[src/rtl/game_input_pkg.sv]
// Shared definitions for the board-input front end and the game top.
package game_input_pkg;

  // System clock shared with the game top.
  localparam int unsigned CLK_HZ = 50_000_000;

  // Debounce window in milliseconds; 10 ms is long enough for typical tactile switches.
  localparam int unsigned DEBOUNCE_MS = 10;

  localparam int unsigned DEFAULT_DEBOUNCE_CYCLES   = (CLK_HZ / 1000) * DEBOUNCE_MS;
  localparam int unsigned DEFAULT_RESET_HOLD_CYCLES = 16;

  localparam int unsigned NUM_KEYS = 3;

  // Index of each key in the per-key vectors.
  typedef enum logic [1:0] {
    KEY_LEFT    = 2'd0,
    KEY_RIGHT   = 2'd1,
    KEY_RESTART = 2'd2
  } key_idx_e;

  // Reset sequencer states.
  typedef enum logic {
    HOLD = 1'b0,
    RUN  = 1'b1
  } rst_state_e;

  // Most recently pressed direction.
  typedef enum logic {
    DIR_LEFT  = 1'b0,
    DIR_RIGHT = 1'b1
  } dir_e;

  // Counter width able to hold 0..n-1, never narrower than one bit.
  function automatic int unsigned cnt_width(input int unsigned n);
    return (n > 1) ? $clog2(n) : 1;
  endfunction

endpackage

[src/rtl/key_debouncer.sv]
// One key: polarity fix, 2-flop synchroniser, debounce counter, stable level and press pulse.
module key_debouncer
  import game_input_pkg::*;
#(
  parameter int unsigned DEBOUNCE_CYCLES = DEFAULT_DEBOUNCE_CYCLES,
  parameter bit          ACTIVE_LOW      = 1'b1
) (
  input  logic clk,
  input  logic rst,       // asynchronous, active low
  input  logic i_raw,
  output logic o_stable,
  output logic o_press
);

  localparam int unsigned     CW       = cnt_width(DEBOUNCE_CYCLES);
  localparam logic [CW-1:0]   CNT_LAST = CW'(DEBOUNCE_CYCLES - 1);

  logic          w_pressed;
  logic          r_sync1;
  logic          r_sync2;
  logic          r_stable;
  logic          r_press;
  logic [CW-1:0] r_cnt;

  // Internal "pressed" is always 1 regardless of pin polarity.
  assign w_pressed = ACTIVE_LOW ? ~i_raw : i_raw;

  // Two-flop synchroniser; reset loads the released level.
  always_ff @(posedge clk or negedge rst) begin
    if (!rst) begin
      r_sync1 <= 1'b0;
      r_sync2 <= 1'b0;
    end else begin
      r_sync1 <= w_pressed;
      r_sync2 <= r_sync1;
    end
  end

  // Flip the stable level only after DEBOUNCE_CYCLES consecutive mismatches; any match restarts.
  always_ff @(posedge clk or negedge rst) begin
    if (!rst) begin
      r_stable <= 1'b0;
      r_cnt    <= '0;
      r_press  <= 1'b0;
    end else begin
      r_press <= 1'b0;
      if (r_sync2 == r_stable) begin
        r_cnt <= '0;
      end else if (r_cnt == CNT_LAST) begin
        r_stable <= r_sync2;
        r_cnt    <= '0;
        // Pulse only when the new level is "pressed"; releases are silent.
        r_press  <= r_sync2;
      end else begin
        r_cnt <= r_cnt + CW'(1);
      end
    end
  end

  assign o_stable = r_stable;
  assign o_press  = r_press;

endmodule

[src/rtl/input_conditioner.sv]
// Board-input front end: debounces the three keys, arbitrates left/right and sequences game_rst.
module input_conditioner
  import game_input_pkg::*;
#(
  parameter int unsigned DEBOUNCE_CYCLES   = DEFAULT_DEBOUNCE_CYCLES,
  parameter int unsigned RESET_HOLD_CYCLES = DEFAULT_RESET_HOLD_CYCLES,
  parameter int unsigned KEYS_ACTIVE_LOW   = 1,
  parameter int unsigned LAST_PRESSED_WINS = 1
) (
  input  logic clk,
  input  logic rst,              // asynchronous, active low
  input  logic key_left_raw,
  input  logic key_right_raw,
  input  logic key_restart_raw,
  output logic button_left,
  output logic button_right,
  output logic left_pressed,
  output logic right_pressed,
  output logic game_rst
);

  localparam int unsigned   HCW       = cnt_width(RESET_HOLD_CYCLES);
  localparam logic [HCW-1:0] HOLD_LOAD = HCW'(RESET_HOLD_CYCLES - 1);
  localparam bit            ACT_LOW   = (KEYS_ACTIVE_LOW != 0);

  logic [NUM_KEYS-1:0] w_press;
  logic                w_stable_left;
  logic                w_stable_right;
  logic                w_unused_restart_level;

  dir_e                w_last_dir_next;
  logic                w_lvl_left;
  logic                w_lvl_right;

  dir_e                r_last_dir;
  logic                r_button_left;
  logic                r_button_right;
  logic                r_left_pressed;
  logic                r_right_pressed;

  rst_state_e          r_state;
  logic [HCW-1:0]      r_hold_cnt;
  logic                r_game_rst;

  key_debouncer #(
    .DEBOUNCE_CYCLES (DEBOUNCE_CYCLES),
    .ACTIVE_LOW      (ACT_LOW)
  ) u_deb_left (
    .clk      (clk),
    .rst      (rst),
    .i_raw    (key_left_raw),
    .o_stable (w_stable_left),
    .o_press  (w_press[KEY_LEFT])
  );

  key_debouncer #(
    .DEBOUNCE_CYCLES (DEBOUNCE_CYCLES),
    .ACTIVE_LOW      (ACT_LOW)
  ) u_deb_right (
    .clk      (clk),
    .rst      (rst),
    .i_raw    (key_right_raw),
    .o_stable (w_stable_right),
    .o_press  (w_press[KEY_RIGHT])
  );

  // Only the press pulse of restart matters; its level is not consumed.
  key_debouncer #(
    .DEBOUNCE_CYCLES (DEBOUNCE_CYCLES),
    .ACTIVE_LOW      (ACT_LOW)
  ) u_deb_restart (
    .clk      (clk),
    .rst      (rst),
    .i_raw    (key_restart_raw),
    .o_stable (w_unused_restart_level),
    .o_press  (w_press[KEY_RESTART])
  );

  // Resolve the direction pair; same-cycle presses go to right.
  always_comb begin
    w_last_dir_next = r_last_dir;
    if (w_press[KEY_RIGHT]) begin
      w_last_dir_next = DIR_RIGHT;
    end else if (w_press[KEY_LEFT]) begin
      w_last_dir_next = DIR_LEFT;
    end

    w_lvl_left  = w_stable_left;
    w_lvl_right = w_stable_right;
    if (w_stable_left && w_stable_right) begin
      if (LAST_PRESSED_WINS != 0) begin
        w_lvl_left  = (w_last_dir_next == DIR_LEFT);
        w_lvl_right = (w_last_dir_next == DIR_RIGHT);
      end else begin
        w_lvl_left  = 1'b0;
        w_lvl_right = 1'b0;
      end
    end
  end

  // Register the arbitrated outputs; game_rst masks them but last_dir keeps tracking.
  always_ff @(posedge clk or negedge rst) begin
    if (!rst) begin
      r_last_dir      <= DIR_LEFT;
      r_button_left   <= 1'b0;
      r_button_right  <= 1'b0;
      r_left_pressed  <= 1'b0;
      r_right_pressed <= 1'b0;
    end else begin
      r_last_dir      <= w_last_dir_next;
      r_button_left   <= w_lvl_left  & ~r_game_rst;
      r_button_right  <= w_lvl_right & ~r_game_rst;
      r_left_pressed  <= w_press[KEY_LEFT]  & ~r_game_rst;
      r_right_pressed <= w_press[KEY_RIGHT] & ~r_game_rst;
    end
  end

  // Reset sequencer: hold game_rst for RESET_HOLD_CYCLES after board reset or a restart press.
  always_ff @(posedge clk or negedge rst) begin
    if (!rst) begin
      r_state    <= HOLD;
      r_hold_cnt <= HOLD_LOAD;
      r_game_rst <= 1'b1;
    end else begin
      case (r_state)
        HOLD: begin
          if (w_press[KEY_RESTART]) begin
            r_hold_cnt <= HOLD_LOAD;
          end else if (r_hold_cnt == '0) begin
            r_state    <= RUN;
            r_game_rst <= 1'b0;
          end else begin
            r_hold_cnt <= r_hold_cnt - HCW'(1);
          end
        end
        RUN: begin
          if (w_press[KEY_RESTART]) begin
            r_state    <= HOLD;
            r_hold_cnt <= HOLD_LOAD;
            r_game_rst <= 1'b1;
          end
        end
        default: begin
          r_state    <= HOLD;
          r_hold_cnt <= HOLD_LOAD;
          r_game_rst <= 1'b1;
        end
      endcase
    end
  end

  assign button_left   = r_button_left;
  assign button_right  = r_button_right;
  assign left_pressed  = r_left_pressed;
  assign right_pressed = r_right_pressed;
  assign game_rst      = r_game_rst;

endmodule

[config.mk]
export PLATFORM = sky130hd
export DESIGN_NAME = input_conditioner
export DESIGN_NICKNAME = d
export VERILOG_FILES = /design/src/rtl/game_input_pkg.sv /design/src/rtl/key_debouncer.sv /design/src/rtl/input_conditioner.sv
export SDC_FILE = /design/constraint.sdc
export NUM_CORES = 1
export LEC_CHECK = 0
export CORE_MARGIN = 4
export CORE_UTILIZATION = 66
export CTS_CLUSTER_DIAMETER = 120
export DETAILED_ROUTE_END_ITERATION = 8
export PLACE_DENSITY = 0.85
export SLEW_MARGIN = 20
export SYNTH_ARGS = -nofsm -noshare
export SYNTH_HDL_FRONTEND = slang
export SYNTH_HIERARCHICAL = 1
export SYNTH_SLANG_ARGS = --single-unit
[constraint.sdc]
create_clock -name clk -period 3.4 [get_ports clk]
set_input_delay 0.68 -clock clk [delete_from_list [all_inputs] [get_ports clk]]
set_output_delay 0.68 -clock clk [all_outputs]
set_load 0.02 [all_outputs]
==> flow_metrics.py, run 1 <==
metrics = {
    "cts": {
        "cts_made_buffers": 9,
        "clk_latency_ns": 0.36,
        "clock-sinks": 80,
        "htreeDepth": 3,
        "cts_tree": "built",
        "postCtsHoldBufs": 0,
        "cts_setup_buffers": 0,
        "cts_root_buf": "clkbuf_8",
        "clk_pin_slew_ns": 0.09,
        "cts_resized": 0,
        "clk_path_buf_depth": 2,
    },
    "critical_path": {
        "regToRegEndpoint": "u_deb_right/r_cnt[18]",
        "crit_required_ns": 2.72,
        "cp-end-kind": "output port",
        "cpLargestDelayFamily": "buffers and inverters",
        "cp_cell_sequence": "clkdlybuf4s50_1",
        "crit_buf_inv": 1,
        "worstPathArrival_ns": 1.60,
        "rr_worst_depth": 5,
        "r2r_slack_ns": 1.33,
        "cp_max_fo": 7,
        "crit_type": "reg -> out",
        "reg2reg_from": "u_deb_right/r_cnt[0]",
        "startpoint_type": "flop",
        "slowest_stage": "clkdlybuf4s50_1",
        "cp_slowest_stage_delay_ns": 0.63,
    },
    "yosys": {
        "syn_inst": 373,
        "synth_top_flop_cell": "dfrtp_1",
        "synth_top_area_share": 0.484,
        "synth_xor_area_frac": 0.111,
        "ys_top_cells_by_area": "dfrtp_1 (48%), xnor2_1 (7.9%), nor2_1 (6.2%)",
        "synth_compound_area_frac": 0.0471,
        "synth_cell_type_count": 48,
        "ys_seq_area_frac": 0.517,
        "synthMuxAreaShare": 0.0139,
        "syn-num-nets": 383,
        "synth.avg_cell_area_sq_um": 10.4,
        "synth_top_family_by_area": "simple AND/OR/NAND/NOR gates",
        "synthTopCellsByCount": "dfrtp_1 (75), nor2_1 (64), xnor2_1 (35)",
        "synthAdderAreaFrac": 0.0161,
        "ys.warnings.count": 6,
        "yosysMostFrequentCell": "dfrtp_1",
        "synth_seq_cells": 80,
        "syn-cell-area_sq_um": 3880,
        "async_flop_share": 1.00,
        "synth-simple-area-share": 0.270,
        "synth_edf_count": 0,
        "synth_top_area_cell": "dfrtp_1",
    },
    "sta": {
        "min_period_ns": 2.28,
        "setup_slack_ns": 1.12,
        "setup_tns_ns": 0,
        "timing.final.crit_share": 0.670,
        "rsz0062_at_grt": "false",
        "worstMarginPinSlew_ns": 0.748,
        "skew_ns": 0.00963,
        "hold_viol": 0,
        "fmax_mhz": 439,
        "setup_viol": 0,
        "maxSlewViolCount": 0,
        "relSlewSlack": 0.501,
    },
    "grt": {
        "grt_max_degree": 81,
        "antenna_found_initial": 0,
        "overflow": 0,
        "grt_use_total": 0.221,
        "grt_pass1_wl_microns": 12700,
        "grt_pass1_vias": 2793,
    },
    "status": {
        "status": "complete, no violations",
    },
    "drt": {
        "drc": 0,
        "drtIter0Drc": 206,
        "vias": 2802,
        "routed_wl_microns": 7420,
        "vias_per_cell": 6.04,
        "ant_nets": 0,
        "firstDrtPassIters": 4,
        "wl_per_cell_microns": 16.0,
    },
    "placement": {
        "dp_hpwl_microns": 4820,
        "pre_cts_ws_ns": 1.38,
        "placed_area_sq_um": 4020,
        "io_buffers": 9,
        "gp_congestion": 0.840,
    },
    "pwr": {
        "p_leak_uw": 0.00171,
        "powerDensity_nw_per_um2": 413,
        "vdd_drop_max_uv": 372,
    },
    "floorplanning": {
        "die_area_sq_um": 7170,
        "fp.dieW_microns": 84.7,
        "coreArea_sq_um": 5610,
        "start_util": 0.692,
        "num_io_pins": 10,
        "die_h_microns": 84.7,
        "rows": 27,
    },
    "cells_and_area": {
        "seqCellArea_sq_um": 2010,
        "final_core_util": 0.758,
        "area_delta_synth_final_pct": 9.51,
        "n_antenna_cell": 0,
        "fin_area_sq_um": 4250,
        "multi_input_area_sq_um": 1780,
        "drive_above_1_share": 0.117,
        "final_nets": 397,
        "nFillCells": 380,
    },
    "flow_run": {
        "drv_cap": 0,
    },
    "hold_path": {
        "hp-class": "in -> async",
    },
}
[how the worst max path moves through the flow]
stage | cells past startpoint | slack [ns] | from | endpoint
after floorplan | 5 | 1.69 | u_deb_restart/r_cnt[12] | u_deb_restart/r_cnt[10]
after CTS | 1 | 1.12 | game_rst | game_rst
after global routing | 1 | 1.08 | game_rst | game_rst
after global placement | 5 | 1.48 | u_deb_right/r_cnt[0] | u_deb_right/r_cnt[18]
final | 1 | 1.12 | game_rst | game_rst
after detailed placement | 5 | 1.38 | u_deb_right/r_cnt[0] | u_deb_right/r_cnt[18]
[layout make-up]
cell class,instances,share of cell area
sequential,80,0.472
multi-input combinational,271,0.418
clock buffer,9,0.0291
timing repair buffer,10,0.0271
tap,72,0.0212
clock inverter,7,0.0185
inverter,15,0.0132
[registers in the layout (all words and copies together) (netlist names), 4 cells and up]
register / flops
r_hold_cnt: 4
u_deb_left/r_cnt: 19
u_deb_restart/r_cnt: 19
u_deb_right/r_cnt: 19
[per-layer routing]
metal,vias up,part of all wire,wire [microns],GRT usage
li1,1339,-,-,-
met1,1374,0.44,3250,0.288
met2,70,0.49,3610,0.349
met3,19,0.046,341,0.0520
met4,0,0.030,222,0.108
met5,-,0,0,0
[metrics by stage]
| step | cells | total power, uW | hold slack, ns |
|---|---|---|---|
| 6_report | 464 | 1760 | 0.190 |
| 5_1_grt | 464 | 1840 | 0.194 |
| 4_1_cts | 463 | 1760 | 0.358 |
| 3_5_place_dp | 447 | 1050 | 0.339 |
| 3_3_place_gp | 447 | 1050 | 0.334 |
| 2_1_floorplan | 373 | 1020 | 0.331 |
[cells in the final DEF, fill, tap and decap left out, types with 3 or more instances in the layout]
cell type and count:
ha_1 5, dfrtp_1 75, nor2_1 64, o21ai_0 5, clkinvlp_4 3, inv_6 3, nor3b_1 3, nand3_1 14
clkbuf_8 9, nand4_2 3, nand2_1 21, clkdlybuf4s50_1 8, nor3_1 18, xor2_1 14, and4_1 3, nand4_1 22
nor4_1 11, a21oi_1 8, or4_4 3, and3_1 3, dfstp_2 5, inv_1 15, xnor2_1 35, nor2b_1 3
nor4b_1 4
[where the power goes]
| part | switching [uW] | internal, uW |
|---|---|---|
| Sequential | 14.4 | 963 |
| Combinational | 38.1 | 19.0 |
| Clock | 375 | 347 |
[cells by family (layout without fill, tap and decap cells)]
kind of cell	Yosys count	after routing
AOI/OAI and AO/OA	23	23
xor gates and xnor gates	49	49
adders and majority gates	5	5
buffers and inverters	22	41
DFF	80	80
muxes	5	5
and+or+nand+nor	189	189
(Power assumes the default switching activity.)
==> run 2: changes to the inputs <==
Settings changed: CORE_UTILIZATION 66 to 55, PLACE_DENSITY 0.85 to 0.76.
Clock period 3.4 ns to 1.9 ns, I/O delays scaled along.
==> run 2 against run 1 <==
  * Sequential share of layout area is 1.5 points lower
  * Power is 80% higher
  * Sequential power is 79% higher
  * Via count is 1.3% lower
  * Register-to-register slack worse by 1.2 ns
  * Setup slack worse by 1.0 ns
  * Final area is 3.4% higher
  * Die area is 18% higher
  * Critical path depth is 4 higher
  * Clock skew is 0.00071 ns higher
  * Largest cell class unchanged
==> flow_metrics.py, run 2 (synthesis gave the netlist of run 1 again) <==
metrics = {
    "cells_and_area": {
        "fin_area_sq_um": 4390,
        "mostFrequentLayoutCells": "dfrtp_1 (74), nor2_1 (64), xnor2_1 (35), nand4_1 (22), nand2_1 (21)",
        "multi_input_area_sq_um": 1790,
        "reg_top3": "u_deb_left/r_cnt x19, u_deb_restart/r_cnt x19, u_deb_right/r_cnt x19",
        "nFillCells": 560,
        "final_nets": 409,
        "final_core_util": 0.643,
        "final_common_cell": "dfrtp_1",
        "area_delta_synth_final_pct": 13.2,
        "seqCellArea_sq_um": 2010,
        "n_antenna_cell": 0,
        "drive_above_1_share": 0.149,
    },
    "placement": {
        "gp_congestion": 0.855,
        "pre_cts_ws_ns": 0.0737,
        "dp_hpwl_microns": 4780,
        "io_buffers": 9,
        "placed_area_sq_um": 4160,
    },
    "pwr": {
        "switching_power_uw": 770,
        "swShare": 0.243,
        "power_uw": 3170,
        "seq_power_share": 0.552,
        "p_clk_frac": 0.411,
        "vdd_drop_max_uv": 407,
        "powerDensity_nw_per_um2": 721,
        "comb_power_share": 0.037,
        "p_leak_uw": 0.00179,
        "p_int_uw": 2400,
    },
    "grt": {
        "overflow": 0,
        "grt_use_total": 0.179,
        "antenna_found_initial": 0,
        "grt_pass1_wl_microns": 12100,
        "grt_pass1_vias": 2667,
        "grt_max_degree": 33,
    },
    "sta": {
        "timing.final.crit_share": 0.957,
        "worstMarginPinSlew_ns": 0.455,
        "maxSlewViolCount": 0,
        "relSlewSlack": 0.696,
        "min_period_ns": 1.82,
        "rsz0062_at_grt": "true",
        "skew_ns": 0.0103,
        "whs_ns": 0.355,
        "setup_slack_ns": 0.0814,
        "fmax_mhz": 550,
        "setup_viol": 0,
        "hold_viol": 0,
    },
    "floorplanning": {
        "die_h_microns": 92.0,
        "die_area_sq_um": 8460,
        "num_io_pins": 10,
        "fp.dieW_microns": 92.0,
        "start_util": 0.568,
        "rows": 30,
        "coreArea_sq_um": 6830,
    },
    "critical_path": {
        "r2r_slack_ns": 0.08,
        "cp-end-kind": "flop",
        "crit_type": "reg -> reg",
        "worstPathArrival_ns": 2.06,
        "startpoint_type": "flop",
        "cp_max_fo": 5,
        "crit_required_ns": 2.14,
    },
    "drt": {
        "wl_met2_microns": 3300,
        "ant_nets": 0,
        "vias_per_cell": 5.53,
        "wl_per_cell_microns": 13.9,
        "vias": 2766,
        "firstDrtPassIters": 4,
        "top_layer_used": "met4",
        "drt-met1-wl_microns": 3330,
        "wl_met3_microns": 230,
        "drc": 0,
        "drtIter0Drc": 108,
        "routed_wl_microns": 6970,
    },
    "cts": {
        "cts_made_buffers": 9,
        "clock-sinks": 80,
        "htreeDepth": 3,
        "cts_tree": "built",
        "clk_latency_ns": 0.35,
        "clk_path_buf_depth": 2,
        "cts_root_buf": "clkbuf_8",
        "clk_pin_slew_ns": 0.09,
    },
    "hold_path": {
        "hp-class": "reg -> reg",
    },
    "flow_run": {
        "drv_cap": 0,
    },
    "status": {
        "status": "complete, no violations",
    },
}
[run 2: metal layers]
metal | track usage | vias to the layer above
met3 | 0.0369 | 11
li1 | - | 1363
met5 | 0 | -
met1 | 0.249 | 1343
met2 | 0.276 | 49
met4 | 0.0743 | 0
[run 2: worst paths after layout]
check | from | to | cells past startpoint
worst min register to register | u_deb_left/r_sync1 | u_deb_left/r_sync2 | 0
worst max register to register | u_deb_left/r_cnt[0] | u_deb_left/o_stable | 5
worst min-delay path | u_deb_left/r_sync1 | u_deb_left/r_sync2 | 0
max in group asynchronous | rst | game_rst | 3
worst max-delay path | u_deb_left/r_cnt[0] | u_deb_left/o_stable | 5
min in group asynchronous | rst | u_deb_left/r_cnt[8] | 2
[run 2: power groups by stage]
| stage | sequential, uW | clock [uW] | combinational, uW |
|---|---|---|---|
| 2_1_floorplan | 1770 | 0 | 55.2 |
| 3_3_place_gp | 1780 | 0 | 118 |
| 3_5_place_dp | 1780 | 0 | 120 |
| 4_1_cts | 1750 | 1340 | 121 |
| 5_1_grt | 1750 | 1420 | 137 |
| 6_report | 1750 | 1300 | 117 |
[run 2: metrics by stage]
| stage | TNS, ns | std cells |
|---|---|---|
| after floorplan | 0 | 373 |
| after global routing | -0.0148 | 500 |
| after CTS | 0 | 499 |
| after detailed placement | 0 | 482 |
| after global placement | 0 | 482 |
| final | 0 | 500 |
[run 2: layout make-up]
| class | instances | area share |
|---|---|---|
| multi-input cells | 271 | 0.407 |
| clock buffers | 9 | 0.0282 |
| inverters | 15 | 0.0128 |
| flip-flops and latches | 80 | 0.457 |
| well taps | 96 | 0.0273 |
| clock inverters | 7 | 0.0188 |
| repair buffers | 22 | 0.0481 |
[run 2: critical path: stages (launching register included)]
cell and delay [ns]:
dfrtp_1 0.42, ha_1 0.26, and4_1 0.25, nand4_2 0.17, nor2_1 0.26, mux2_1 0.35
[run 2: what timing repair did]
| item | in CTS | in global routing |
|---|---|---|
| buffers inserted | 0 | 1 |
| setup endpoints to repair | 1 | 10 |
| gates cloned | 0 | 0 |
| hold buffers | 1 | 0 |
| pin swaps | 0 | 2 |
| gates resized for setup | 1 | 3 |
| hold endpoints to repair | 25 | 0 |
==> run 3: changes to the inputs <==
Settings changed: SLEW_MARGIN 20 to unset.
==> results of run 3 <==
No change in the layout: final DEF, timing and power equal those of run 2.
